File: src/rtl/qam_pkg.sv
// Shared mode encoding and per-mode bit counts for the QAM hard-decision demapper.
package qam_pkg;

   typedef enum logic [1:0] {
      MODE_BPSK  = 2'd0,
      MODE_QPSK  = 2'd1,
      MODE_QAM16 = 2'd2,
      MODE_RSVD  = 2'd3
   } qam_mode_e;

   localparam logic [2:0] NBITS_BPSK  = 3'd1;
   localparam logic [2:0] NBITS_QPSK  = 3'd2;
   localparam logic [2:0] NBITS_QAM16 = 3'd4;

endpackage

File: src/rtl/qam_demap_if.sv
// Symbol input and bit-group output handshake bundle of the QAM demapper.
interface qam_demap_if #(
   parameter int W     = 11,
   parameter int THR_W = W - 1
);
   logic                    valid_i;
   logic                    ready_i;
   logic signed [W-1:0]     ar;
   logic signed [W-1:0]     ai;
   logic [1:0]              mode;
   logic [THR_W-1:0]        thr;
   logic                    valid_x;
   logic                    ready_x;
   logic [3:0]              x;
   logic [2:0]              nbits;
   logic                    mode_err;

   modport master (
      output valid_i, ar, ai, mode, thr, ready_x,
      input  ready_i, valid_x, x, nbits, mode_err
   );

   modport slave (
      input  valid_i, ar, ai, mode, thr, ready_x,
      output ready_i, valid_x, x, nbits, mode_err
   );
endinterface

File: src/rtl/qam_slicer_axis.sv
// Single-axis slicer: sign decision (zero counts as negative) and |v| > thr level decision.
module qam_slicer_axis #(
   parameter int W     = 11,
   parameter int THR_W = W - 1
) (
   input  logic signed [W-1:0] v,
   input  logic [THR_W-1:0]    thr,
   output logic                neg,
   output logic                lvl
);
   localparam int CW = (W > THR_W) ? W : THR_W;

   logic [W-1:0]  mag;
   logic [CW-1:0] mag_ext;
   logic [CW-1:0] thr_ext;

   // The most negative sample has no positive twin, so it clips to the largest magnitude.
   always_comb begin
      mag = $unsigned(v);
      if (v == {1'b1, {(W-1){1'b0}}}) begin
         mag = {1'b0, {(W-1){1'b1}}};
      end else if (v[W-1]) begin
         mag = $unsigned(-v);
      end
   end

   assign mag_ext = CW'(mag);
   assign thr_ext = CW'(thr);
   assign neg     = v[W-1] | (v == '0);
   assign lvl     = mag_ext > thr_ext;
endmodule

File: src/rtl/qam_demap.sv
// Two-stage BPSK/QPSK/16-QAM hard-decision demapper with valid/ready backpressure.
// Optional symbol counter enabled by defining QAM_DEMAP_STATS_EN.
module qam_demap
   import qam_pkg::*;
#(
   parameter int W     = 11,
   parameter int THR_W = W - 1
) (
   input  logic        CLK,
   input  logic        RST,
   qam_demap_if.slave  bus
`ifdef QAM_DEMAP_STATS_EN
   ,
   input  logic        sym_clr,
   output logic [15:0] sym_cnt
`endif
);
   logic                s1_valid_reg;
   logic signed [W-1:0] s1_ar_reg;
   logic signed [W-1:0] s1_ai_reg;
   qam_mode_e           s1_mode_reg;
   logic [THR_W-1:0]    s1_thr_reg;

   logic                valid_x_reg;
   logic [3:0]          x_reg;
   logic [2:0]          nbits_reg;
   logic                mode_err_reg;

   logic                en;
   logic [3:0]          dec_x;
   logic [2:0]          dec_nbits;
   logic                dec_err;

   logic signed [W-1:0] axis_v   [2];
   logic                axis_neg [2];
   logic                axis_lvl [2];

   // Stage 1 may fill while stage 2 is stalled, giving one symbol of slack.
   assign en          = ~valid_x_reg | bus.ready_x;
   assign bus.ready_i = en | ~s1_valid_reg;

   assign axis_v[0] = s1_ar_reg;
   assign axis_v[1] = s1_ai_reg;

   for (genvar gi = 0; gi < 2; gi++) begin : g_axis
      qam_slicer_axis #(
         .W     (W),
         .THR_W (THR_W)
      ) u_slicer (
         .v   (axis_v[gi]),
         .thr (s1_thr_reg),
         .neg (axis_neg[gi]),
         .lvl (axis_lvl[gi])
      );
   end

   always_comb begin
      dec_x     = '0;
      dec_nbits = NBITS_QPSK;
      dec_err   = 1'b0;
      case (s1_mode_reg)
         MODE_BPSK: begin
            dec_x     = {3'b000, axis_neg[0]};
            dec_nbits = NBITS_BPSK;
         end
         MODE_QAM16: begin
            dec_x     = {axis_neg[1], axis_neg[0], axis_lvl[1], axis_lvl[0]};
            dec_nbits = NBITS_QAM16;
         end
         default: begin
            dec_x     = {2'b00, axis_neg[1], axis_neg[0]};
            dec_nbits = NBITS_QPSK;
            dec_err   = (s1_mode_reg == MODE_RSVD);
         end
      endcase
   end

   always_ff @(posedge CLK or negedge RST) begin
      if (!RST) begin
         s1_valid_reg <= 1'b0;
         s1_ar_reg    <= '0;
         s1_ai_reg    <= '0;
         s1_mode_reg  <= MODE_BPSK;
         s1_thr_reg   <= '0;
      end else if (bus.ready_i) begin
         s1_valid_reg <= bus.valid_i;
         if (bus.valid_i) begin
            s1_ar_reg   <= bus.ar;
            s1_ai_reg   <= bus.ai;
            s1_mode_reg <= qam_mode_e'(bus.mode);
            s1_thr_reg  <= bus.thr;
         end
      end
   end

   always_ff @(posedge CLK or negedge RST) begin
      if (!RST) begin
         valid_x_reg  <= 1'b0;
         x_reg        <= '0;
         nbits_reg    <= '0;
         mode_err_reg <= 1'b0;
      end else if (en) begin
         valid_x_reg  <= s1_valid_reg;
         x_reg        <= s1_valid_reg ? dec_x : 4'd0;
         nbits_reg    <= s1_valid_reg ? dec_nbits : 3'd0;
         mode_err_reg <= s1_valid_reg & dec_err;
      end
   end

   assign bus.valid_x  = valid_x_reg;
   assign bus.x        = x_reg;
   assign bus.nbits    = nbits_reg;
   assign bus.mode_err = mode_err_reg;

`ifdef QAM_DEMAP_STATS_EN
   logic [15:0] sym_cnt_reg;

   always_ff @(posedge CLK or negedge RST) begin
      if (!RST) begin
         sym_cnt_reg <= '0;
      end else if (sym_clr) begin
         sym_cnt_reg <= '0;
      end else if (valid_x_reg && bus.ready_x && (sym_cnt_reg != 16'hFFFF)) begin
         sym_cnt_reg <= sym_cnt_reg + 16'd1;
      end
   end

   assign sym_cnt = sym_cnt_reg;
`endif
endmodule
File: src/flat_wrapper.sv
// flat-port wrapper written by rule: the top's interface ports become plain ports
module qam_demap_flat import qam_pkg::*;
#(
   parameter int W     = 11,
   parameter int THR_W = W - 1
)
  (CLK, RST, bus_valid_i, bus_ar, bus_ai, bus_mode, bus_thr, bus_ready_x, bus_ready_i, bus_valid_x, bus_x, bus_nbits, bus_mode_err);
  qam_demap_if #(.W(W), .THR_W(THR_W)) bus_i ();
  input  logic CLK;
  input  logic RST;
  input wire logic [$bits(bus_i.valid_i)-1:0] bus_valid_i;
  input wire logic [$bits(bus_i.ar)-1:0] bus_ar;
  input wire logic [$bits(bus_i.ai)-1:0] bus_ai;
  input wire logic [$bits(bus_i.mode)-1:0] bus_mode;
  input wire logic [$bits(bus_i.thr)-1:0] bus_thr;
  input wire logic [$bits(bus_i.ready_x)-1:0] bus_ready_x;
  output wire logic [$bits(bus_i.ready_i)-1:0] bus_ready_i;
  output wire logic [$bits(bus_i.valid_x)-1:0] bus_valid_x;
  output wire logic [$bits(bus_i.x)-1:0] bus_x;
  output wire logic [$bits(bus_i.nbits)-1:0] bus_nbits;
  output wire logic [$bits(bus_i.mode_err)-1:0] bus_mode_err;
  assign bus_i.valid_i = bus_valid_i;
  assign bus_i.ar = bus_ar;
  assign bus_i.ai = bus_ai;
  assign bus_i.mode = bus_mode;
  assign bus_i.thr = bus_thr;
  assign bus_i.ready_x = bus_ready_x;
  assign bus_ready_i = bus_i.ready_i;
  assign bus_valid_x = bus_i.valid_x;
  assign bus_x = bus_i.x;
  assign bus_nbits = bus_i.nbits;
  assign bus_mode_err = bus_i.mode_err;
  qam_demap #(.W(W), .THR_W(THR_W)) u_core (.CLK(CLK), .RST(RST), .bus(bus_i));
endmodule
File: config.mk
export PLATFORM = sky130hd
export DESIGN_NAME = qam_demap_flat
export DESIGN_NICKNAME = d
export VERILOG_FILES = /design/src/rtl/qam_pkg.sv /design/src/rtl/qam_demap_if.sv /design/src/rtl/qam_slicer_axis.sv /design/src/rtl/qam_demap.sv /design/src/flat_wrapper.sv
export SDC_FILE = /design/constraint.sdc
export NUM_CORES = 1
export LEC_CHECK = 0
export CAP_MARGIN = 40
export CORE_MARGIN = 10
export CORE_UTILIZATION = 38
export DETAILED_ROUTE_END_ITERATION = 10
export PLACE_DENSITY_LB_ADDON = 0.2
export SYNTH_ARGS = -nofsm -noshare
export SYNTH_HDL_FRONTEND = slang
export SYNTH_SLANG_ARGS = --single-unit
File: constraint.sdc
create_clock -name CLK -period 5.45 [get_ports CLK]
set_input_delay 1.09 -clock CLK [delete_from_list [all_inputs] [get_ports CLK]]
set_output_delay 1.09 -clock CLK [all_outputs]
set_load 0.02 [all_outputs]
==> summary.txt, run 1 <==
Layout
  – Area growth from synthesis to layout: 24.5%
  – Final nets: ~380
  – Commonest non-fill, non-tap cell in the layout: clkdlybuf4s50_1
  – Diode count: 0
  – Layout cells sized above 1: 0.157
  – Utilization after layout: 0.491
  – Commonest cells after routing, fill and taps aside: clkdlybuf4s50_1 (46), dfrtp_1 (44), mux2_2 (34), o21ai_0 (26), nand2_1 (26)
  – Design area: roughly 0.0034 mm2
  – Post-Layout Cell Count: 420

Worst setup path
  – Critical path data arrival time: about 2.8 ns
  – CP Class: in -> out
  – FF-to-FF path depth: 12
  – Slowest CP cell: clkdlybuf4s50_1
  – Critical Path Fanout Max: 10
  – CP max stage delay: slightly below 0.6 ns
  – Worst Setup End Kind: output port
  – Crit path to: bus_ready_i
  – CP Launch Point: bus_ready_x
  – FF-to-FF End: u_core.bus.x[1]$_DFFE_PN0P_
  – CP Cell Sequence: clkdlybuf4s50_1 > nor2b_1 > nand2_1 > clkdlybuf4s50_1
  – CP dominant cell by count: clkdlybuf4s50_1
  – CP Launch Type: input port
  – RR Startpoint: u_core.s1_ai_reg[0]$_DFFE_PN0P_
  – Flop-to-flop setup slack: around 2.1 ns
  – WP data required: about 4.4 ns

Floorplanning
  – Core area: between 0.006 and 0.007 mm2
  – Die W: between 100 and 150 um
  – Site Rows: 30
  – Die height: between 100 and 150 um
  – Starting Density: 0.394
  – IO Count: 48
  – Die area: 0.0109 mm2

Global route
  – GRT Residual Overflow: 0
  – First-pass GRT wire length: approximately 10000 um
  – Vias in the first global route: ~2200
  – Total GRT Usage: 0.114
  – Largest net degree at the start of global routing: 26
  – Initial antenna violation count: 0

Synth
  – Syn_area_per_cell: about 9.8 um2
  – Post-Syn Instances: around 280
  – Post-Synthesis Cell Area: between 0.002 and 0.003 mm2
  – Distinct cells, synth: 40
  – EDFF count, synth: 0
  – Sequential area share after synthesis: 0.409
  – Post-synth top area cell: dfrtp_1
  – Post-synthesis net count: approximately 340
  – Post-synth top area share: 0.409
  – Yosys warnings: 0
  – Post-synth top flop: dfrtp_1
  – Area contributors post-synth: dfrtp_1 (41%), mux2_2 (14%), ha_1 (10%)
  – Register bit total from synthesis: 44
  – Ys async rst share: 1.00

Drt
  – DR top layer: met4
  – WL/cell: between 10 and 15 um
  – Met3 wire length: around 240 um
  – Vias per inst: between 5 and 6
  – Post-Route M1 WL: 3050 um
  – Post-route ant nets: 0
  – Drt first pass iters: 5
  – Iter 0 DRT Violations: 121
  – WL final: 6130 um
  – Vias after detailed routing: ~2200
  – Drc violations: 0
  – Metal2 WL: about 2800 um

Place
  – GPL Wtd Cong: ~0.83
  – Dpl hpwl: around 4800 um
  – IO Port Bufs: 47
  – Placed cell area: roughly 0.0033 mm2
  – Dpl cells: 412

Timing
  – Crit path time final: a little under 4 ns
  – # setup viols final: 0
  – Clock Skew: ~0.0038 ns
  – Crit share post-route: 0.712
  – RSZ-0062 raised after global routing: false
  – Post-route setup TNS: 0 ns
  – Worst slew margin: 0.385
  – Final hold vios: 0
  – Worst slew pin tran: 0.910 ns
  – Max Fclk: ~0.26 GHz
  – Fin. max-slew vios: 0

Status
  – Outcome: complete, no violations

Power
  – VDD IR max: around 100 uV
  – Power Density: about 290 mW/mm2
  – Overall Power: roughly 0.00096 W
  – Leak: roughly 1.4 nW

Worst hold path
  – HP Class: reg -> reg

CTS
  – Worst-Skew Late Latency: 0.30 ns
  – Post-CTS Hold Buffers: 0
  – Total CTS buffers: 5
  – CTS Buffer Depth: 2
  – H-tree depth: 2
  – Post-cts resize count: 0
  – Setup Buffers After CTS: 0
  – Clock input transition at the sequential cells of the worst setup and hold paths: 0.08 ns
  – Root buffer cell: clkbuf_8
  – CTS sink count: 44
  – CTS tree: yes

Job
  – Maxcap violations: 0
## power breakdown
part | switching (W) | internal [W] | total, W
combinational | 0.000155 | 0.000167 | 0.000322
sequential | 0.0000568 | 0.000374 | 0.000430
clock | 0.000111 | 0.000101 | 0.000212
total | 0.000323 | 0.000641 | 0.000964
## metal layers
metal | track usage | vias up
met5 | 0 | -
met3 | 0.0353 | 6
met4 | 0.0338 | 0
met2 | 0.174 | 50
li1 | - | 1093
met1 | 0.152 | 1071
## logic make-up (layout without fill, tap and decap cells)
logic type,Yosys count,in the layout,share of synthesized area
mux,34,34,0.142
simple gates,78,78,0.151
flops,44,44,0.409
fa+ha+maj,22,22,0.102
compound gates,68,68,0.149
buf+inv,29,78,0.0464
## cell type report
type                            instances  area, um2
Sequential cell                        44       1100
Clock buffer                            6       82.6
Fill cell                             691       3480
Clock inverter                          2       10.0
Inverter                               20       75.1
Multi-Input combinational cell        202       1470
Timing Repair Buffer                   50        498
Tap cell                               96        120
## Yosys cell counts, types with 3 or more instances
cell type and number:
nand4_1 3, dfrtp_1 44, nor3_1 6, clkbuf_4 3
ha_1 22, inv_1 20, nand3_1 8, nor2_1 10
nand2b_1 4, nor2b_1 4, o21ai_0 26, and3_1 3
buf_2 4, mux2_2 34, a31oi_1 14, nand2_1 26
a21oi_1 14
## per-stage QoR
stage | setup slack [ns] | hold slack (ns)
after floorplan | 2.54 | 0.479
after global placement | 1.55 | 0.462
after detailed placement | 1.55 | 0.472
after CTS | 1.54 | 0.491
after global routing | 1.44 | 0.511
final | 1.57 | 0.482
## worst min-delay path by stage
stage / start / to / slack (ns) / depth (start not counted)
detailed placement: u_core.bus.mode_err$_DFFE_PN0P_ / u_core.bus.mode_err$_DFFE_PN0P_ / 0.47 / 2
CTS: u_core.bus.mode_err$_DFFE_PN0P_ / u_core.bus.mode_err$_DFFE_PN0P_ / 0.49 / 2
floorplan: u_core.s1_thr_reg[1]$_DFFE_PN0P_ / u_core.s1_thr_reg[1]$_DFFE_PN0P_ / 0.48 / 1
finish: u_core.bus.mode_err$_DFFE_PN0P_ / u_core.bus.mode_err$_DFFE_PN0P_ / 0.48 / 2
global route: u_core.bus.nbits[2]$_DFFE_PN0P_ / u_core.bus.nbits[2]$_DFFE_PN0P_ / 0.51 / 2
global placement: u_core.bus.nbits[1]$_DFFE_PN0P_ / u_core.bus.nbits[1]$_DFFE_PN0P_ / 0.46 / 2
## worst max-delay path, delay by kind of cell
| kind | cells | cell delay (ns) |
|---|---|---|
| buffers and inverters | 2 | 0.99 |
| and+or+nand+nor | 2 | 0.71 |
Note: power is estimated with default switching activity, not from simulation.
==> run 2, diff against run 1 <==
- clock period: 5.45 -> 4.05 ns (I/O delays scaled with it)
==> summary.txt, run 2 (same netlist as run 1, synthesis figures left out) <==
Timing
  – Crit share post-route: 0.835
  – Post-route setup TNS: 0 ns (unchanged)
  – Worst slew pin tran: 0.935 ns (+0.0249 ns)
  – Crit path time final: about 3.4 ns
  – Worst slew margin: 0.368 (-0.0168)
  – Clock Skew: 0.00419 ns (+0.000375 ns)
  – # setup viols final: 0 (unchanged)
  – Max Fclk: between 0.2 and 0.3 GHz
  – Final hold vios: 0 (unchanged)
  – Fin. max-slew vios: 0 (unchanged)
  – RSZ-0062 raised after global routing: false

Drt
  – WL/cell: 14.4 um (-1.2%)
  – Vias after detailed routing: 2149 (-3.2%)
  – Post-route ant nets: 0 (unchanged)
  – WL final: 6070 um (-0.98%)
  – Drt first pass iters: 4 (-1)
  – Iter 0 DRT Violations: 96 (-21%)
  – Drc violations: 0 (unchanged)
  – Vias per inst: 5.10 (-3.4%)

Worst setup path
  – CP top delay family: simple AND/OR/NAND/NOR gates
  – Slowest CP cell: nor4b_1
  – CP max stage delay: 0.77 ns (+0.19 ns)
  – CP Class: reg -> reg
  – Flop-to-flop setup slack: 0.67 ns (-1.39 ns)
  – Worst Setup End Kind: register
  – CP Launch Type: register
  – Critical path data arrival time: 3.56 ns (+0.77 ns)
  – FF-to-FF End: u_core.bus.x[1]$_DFFE_PN0P_
  – WP data required: 4.23 ns (-0.13 ns)
  – CP Cell Sequence: inv_1 > ha_1 > nor4b_1 > nand3_1 > nand2_1 > a21oi_1 > a31oi_1 > ha_1 > and3_1 > a221o_1 > o211ai_1 > nand3_1
  – FF-to-FF path depth: 12 (unchanged)
  – Critical Path Fanout Max: 6 (-4)
  – WP buf/inv: 1 (-1)
  – RR Startpoint: u_core.s1_ai_reg[1]$_DFFE_PN0P_

Power
  – Clock power frac: 0.250 (+0.030)
  – Seq pwr share: 0.428 (-0.018)
  – Leak: 1.45 nW (+0.98%)
  – Comb pwr share: 0.322 (-0.012)
  – Power Internal: 0.000913 W (+42%)
  – Power Density: 399 mW/mm2 (+39%)
  – Sw Pwr: 0.000439 W (+36%)
  – VDD IR max: 142 uV (+45%)
  – Sw frac: 0.325 (-0.00980)

CTS
  – Total CTS buffers: 5 (unchanged)
  – CTS Buffer Depth: 2 (unchanged)
  – Root buffer cell: clkbuf_8
  – Setup Buffers After CTS: 0 (unchanged)
  – Worst-Skew Late Latency: 0.30 ns (about the same)
  – Clock input transition at the sequential cells of the worst setup and hold paths: 0.09 ns (about the same)
  – H-tree depth: 2 (unchanged)
  – CTS tree: yes
  – Post-cts resize count: 0 (unchanged)
  – CTS sink count: 44 (unchanged)
  – Post-CTS Hold Buffers: 0 (unchanged)

Place
  – Dpl cells: 413 (+0.24%)
  – GPL Wtd Cong: 0.860 (+4.0%)
  – Dpl hpwl: 4810 um (-0.72%)
  – IO Port Bufs: 47 (unchanged)

Job
  – Maxcap violations: 0 (unchanged)

Floorplanning
  – Site Rows: 30 (unchanged)
  – Starting Density: 0.394 (unchanged)
  – IO Count: 48 (unchanged)
  – Core area: 0.00683 mm2 (unchanged)
  – Die W: 104 um (unchanged)
  – Die height: 104 um (unchanged)
  – Die area: 0.0109 mm2 (unchanged)

Layout
  – Diode count: 0 (unchanged)
  – Commonest non-fill, non-tap cell in the layout: clkdlybuf4s50_1
  – Layout cells sized above 1: 0.157 (-0.000484)
  – Commonest cells after routing, fill and taps aside: clkdlybuf4s50_1 (46), dfrtp_1 (44), mux2_2 (34), o21ai_0 (26), nand2_1 (26)
  – Post-Layout Cell Count: 421 (+0.24%)
  – Area growth from synthesis to layout: 25.9%
  – Final nets: 384 (+0.26%)

Global route
  – Largest net degree at the start of global routing: 29 (+12%)
  – Initial antenna violation count: 0 (unchanged)
  – First-pass GRT wire length: 10600 um (+1.4%)
  – GRT Residual Overflow: 0 (unchanged)
  – Total GRT Usage: 0.114 (-0.000169)
  – Vias in the first global route: 2160 (-2.3%)

Worst hold path
  – HP Class: in -> async

Status
  – Outcome: complete, no violations
-- run 2: power groups by stage --
stage | Combinational [W] | Clock [W] | Sequential, W
finish | 0.000436 | 0.000338 | 0.000579
global route | 0.000496 | 0.000365 | 0.000592
CTS | 0.000442 | 0.000346 | 0.000578
detailed placement | 0.000438 | 0 | 0.000587
global placement | 0.000427 | 0 | 0.000584
floorplan | 0.000292 | 0 | 0.000574
-- run 2: how the worst max path moves through the flow --
stage,startpoint,end,slack (ns),cells past startpoint
detailed placement,u_core.s1_ai_reg[0]$_DFFE_PN0P_,u_core.bus.x[1]$_DFFE_PN0P_,0.77,12
floorplan,u_core.s1_ai_reg[0]$_DFFE_PN0P_,u_core.bus.x[1]$_DFFE_PN0P_,1.14,12
CTS,u_core.s1_ai_reg[1]$_DFFE_PN0P_,u_core.bus.x[1]$_DFFE_PN0P_,0.76,12
global placement,u_core.s1_ai_reg[1]$_DFFE_PN0P_,u_core.bus.x[1]$_DFFE_PN0P_,0.85,12
finish,u_core.s1_ai_reg[1]$_DFFE_PN0P_,u_core.bus.x[1]$_DFFE_PN0P_,0.67,12
global route,u_core.s1_ai_reg[1]$_DFFE_PN0P_,u_core.bus.x[1]$_DFFE_PN0P_,0.51,12
-- run 2: routing by layer --
layer | vias up | share of wire | track usage
li1 | 1103 | - | -
met1 | 1002 | 0.51 | 0.155
met2 | 38 | 0.44 | 0.175
met3 | 6 | 0.040 | 0.0316
met4 | 0 | 0.0094 | 0.0268
met5 | - | 0 | 0
-- run 2: cell type report --
class / count / area [um2]
Clock inverter: 2 / 35.0
Sequential cell: 44 / 1100
Fill cell: 662 / 3440
Inverter: 20 / 75.1
Clock buffer: 6 / 72.6
Timing Repair Buffer: 51 / 520
Multi-Input combinational cell: 202 / 1470
Tap cell: 96 / 120
-- run 2: through the flow --
| stage | total power, W | cell area [um2] | setup slack [ns] | hold slack, ns | util |
|---|---|---|---|---|---|
| after floorplan | 0.000866 | 2690 | 1.14 | 0.479 | - |
| after global placement | 0.00101 | 3260 | 0.853 | 0.465 | 0.478 |
| after detailed placement | 0.00103 | 3280 | 0.769 | 0.466 | 0.481 |
| after CTS | 0.00137 | 3390 | 0.762 | 0.439 | 0.497 |
| after global routing | 0.00145 | 3390 | 0.509 | 0.455 | 0.497 |
| final | 0.00135 | 3390 | 0.670 | 0.429 | 0.497 |
-- run 2: worst register-to-register path, stage by stage, from the launching register on --
cell and delay, ns:
dfrtp_1 0.44, inv_1 0.09, ha_1 0.19, nor4b_1 0.77
nand3_1 0.33, nand2_1 0.13, a21oi_1 0.07, a31oi_1 0.20
ha_1 0.27, and3_1 0.20, a221o_1 0.34, o211ai_1 0.16
nand3_1 0.09
==> run 3, diff against run 2 <==
- clock period: 4.05 -> 3 ns (I/O delays scaled with it)
==> summary.txt, run 3 (same netlist as run 1, synthesis figures left out) <==
Global route
  – Largest net degree at the start of global routing: 35 (+21%)
  – First-pass GRT wire length: 10800 um (+1.8%)
  – Vias in the first global route: 2215 (+2.5%)
  – Total GRT Usage: 0.117 (+0.00247)
  – GRT Residual Overflow: 0 (unchanged)
  – Initial antenna violation count: 0 (unchanged)

Drt
  – Post-route ant nets: 0 (unchanged)
  – Vias per inst: 5.18 (+1.5%)
  – Iter 0 DRT Violations: 79 (-18%)
  – DR top layer: met4
  – Post-Route M1 WL: 3090 um (-0.83%)
  – Metal2 WL: 2760 um (+4.0%)
  – WL final: 6220 um (+2.5%)
  – Drc violations: 0 (unchanged)
  – WL/cell: 14.4 um (-0.14%)
  – Drt first pass iters: 4 (unchanged)
  – Met3 wire length: 284 um (+18%)
  – Vias after detailed routing: 2239 (+4.2%)

Job
  – Maxcap violations: 0 (unchanged)

Floorplanning
  – Die height: 104 um (unchanged)
  – IO Count: 48 (unchanged)
  – Starting Density: 0.394 (unchanged)
  – Site Rows: 30 (unchanged)
  – Core area: 0.00683 mm2 (unchanged)
  – Die W: 104 um (unchanged)
  – Die area: 0.0109 mm2 (unchanged)

CTS
  – Total CTS buffers: 5 (unchanged)
  – Root buffer cell: clkbuf_8
  – CTS sink count: 44 (unchanged)
  – Post-CTS Hold Buffers: 0 (unchanged)
  – Clock input transition at the sequential cells of the worst setup and hold paths: 0.09 ns (about the same)
  – CTS Buffer Depth: 2 (unchanged)
  – Worst-Skew Late Latency: 0.30 ns (about the same)
  – H-tree depth: 2 (unchanged)
  – CTS tree: yes

Layout
  – Diode count: 0 (unchanged)
  – Commonest non-fill, non-tap cell in the layout: clkdlybuf4s50_1
  – Area of the multi-input gates: 0.00151 mm2 (+3.1%)
  – Layout cells sized above 1: 0.214 (+0.0574)
  – Area growth from synthesis to layout: 31.1%
  – Commonest cells after routing, fill and taps aside: clkdlybuf4s50_1 (46), dfrtp_1 (43), mux2_2 (34), nand2_1 (26), o21ai_0 (23)
  – Final nets: 395 (+2.9%)
  – Register area: 0.00110 mm2 (+0.11%)
  – Post-Layout Cell Count: 432 (+2.6%)
  – Fillers: 657 (-0.76%)

Worst setup path
  – CP Cell Sequence: buf_6 > or3_4 > or3_4 > or4_4 > a21oi_2 > a31oi_2 > ha_2 > a211oi_2 > nand2_1 > a31o_2 > a31oi_1 > o21ai_1
  – RR Startpoint: u_core.s1_ar_reg[0]$_DFFE_PN0P_
  – WP data required: 3.19 ns (-1.04 ns)
  – Slowest CP cell: or4_4
  – Critical Path Fanout Max: 4 (-2)
  – CP Class: reg -> reg
  – CP Launch Point: u_core.s1_ar_reg[0]$_DFFE_PN0P_
  – Worst Setup End Kind: register
  – CP Launch Type: register
  – CP max stage delay: 0.42 ns (-0.35 ns)
  – Critical path data arrival time: 3.08 ns (-0.48 ns)
  – CP dominant cell by count: or3_4

Timing
  – Final Hold Slack: 0.239 ns (-0.190 ns)
  – Post-route setup TNS: 0 ns (unchanged)
  – Clock Skew: 0.00803 ns (+0.00383 ns)
  – RSZ-0062 raised after global routing: true
  – Crit path time final: 2.88 ns (-0.496 ns)
  – Final worst slack: 0.116 ns (-0.554 ns)
  – Final hold vios: 0 (unchanged)
  – Crit share post-route: 0.961 (+0.127)
  – Worst slew margin: 0.598 (+0.230)
  – Max Fclk: 0.347 GHz (+17%)
  – Worst slew pin tran: 0.603 ns (-0.331 ns)
  – Fin. max-slew vios: 0 (unchanged)
  – # setup viols final: 0 (unchanged)

Place
  – Dpl cells: 423 (+2.4%)
  – IO Port Bufs: 47 (unchanged)
  – Dpl hpwl: 4860 um (+1.1%)
  – Dpl ws: -0.0611 ns (-0.830 ns)
  – GPL Wtd Cong: 0.823 (-4.3%)

Worst hold path
  – HP Class: in -> async

Status
  – Outcome: complete, no violations

Power
  – VDD IR max: 276 uV (+95%)
  – Overall Power: 0.00192 W (+42%)
  – Power Density: 543 mW/mm2 (+36%)
  – Leak: 1.52 nW (+4.6%)
==> run 3: cell types whose count changed in the layout (fill, tap and decap cells not counted), moves of 2 or more <==
cell / previous run / this run
buf_4: 2 / 13
clkbuf_8: 5 / 7
o21ai_1: 0 / 3
o21ai_0: 26 / 23
==> run 3: report_power, final <==
part / total [W] / internal, W / switching (W)
Combinational: 0.000635 / 0.000335 / 0.000300
Clock: 0.000503 / 0.000294 / 0.000209
Sequential: 0.000779 / 0.000679 / 0.000100
==> run 3: path summary, 6_finish.rpt <==
check	to	slack [ns]	depth (start not counted)
max	u_core.bus.x[0]$_DFFE_PN0P_	0.12	12
min	u_core.s1_thr_reg[3]$_DFFE_PN0P_	0.24	1
max reg2reg	u_core.bus.x[0]$_DFFE_PN0P_	0.12	12
min reg2reg	u_core.bus.nbits[1]$_DFFE_PN0P_	0.49	2
max in group asynchronous	u_core.bus.x[1]$_DFFE_PN0P_	2.27	2
min in group CLK	u_core.bus.nbits[1]$_DFFE_PN0P_	0.49	2
==> run 3: layout make-up <==
type,instances,area share
well taps,96,0.0340
inverters,20,0.0213
clock inverters,1,0.00850
clock buffers,7,0.0273
multi-input cells,202,0.428
repair buffers,62,0.168
flip-flops and latches,44,0.312
==> run 3: worst max-delay path: cells and delay by family, from the launching register on <==
| kind | cells | cell delay (ns) |
|---|---|---|
| flops | 1 | 0.39 |
| compound gates | 6 | 0.81 |
| buf+inv | 1 | 0.12 |
| fa+ha+maj | 1 | 0.23 |
| simple gates | 4 | 1.21 |
==> run 3: metal layers <==
| metal | up-vias | global-route usage |
|---|---|---|
| met4 | 0 | 0.0378 |
| li1 | 1125 | - |
| met1 | 1058 | 0.156 |
| met5 | - | 0 |
| met2 | 48 | 0.175 |
| met3 | 8 | 0.0347 |
==> run 3: timing repair <==
action | 4_1_cts | 5_1_grt
resized for setup | 1 | 14
pin swaps | 0 | 9
buffers inserted | 0 | 1
setup endpoints to repair | 1 | 2
==> run 3: metrics by stage <==
step | utilization | cell area, um2
4_1_cts | 0.509 | 3470
3_5_place_dp | 0.490 | 3350
6_report | 0.517 | 3530
3_3_place_gp | 0.487 | 3330
5_1_grt | 0.517 | 3530
2_1_floorplan | - | 2690
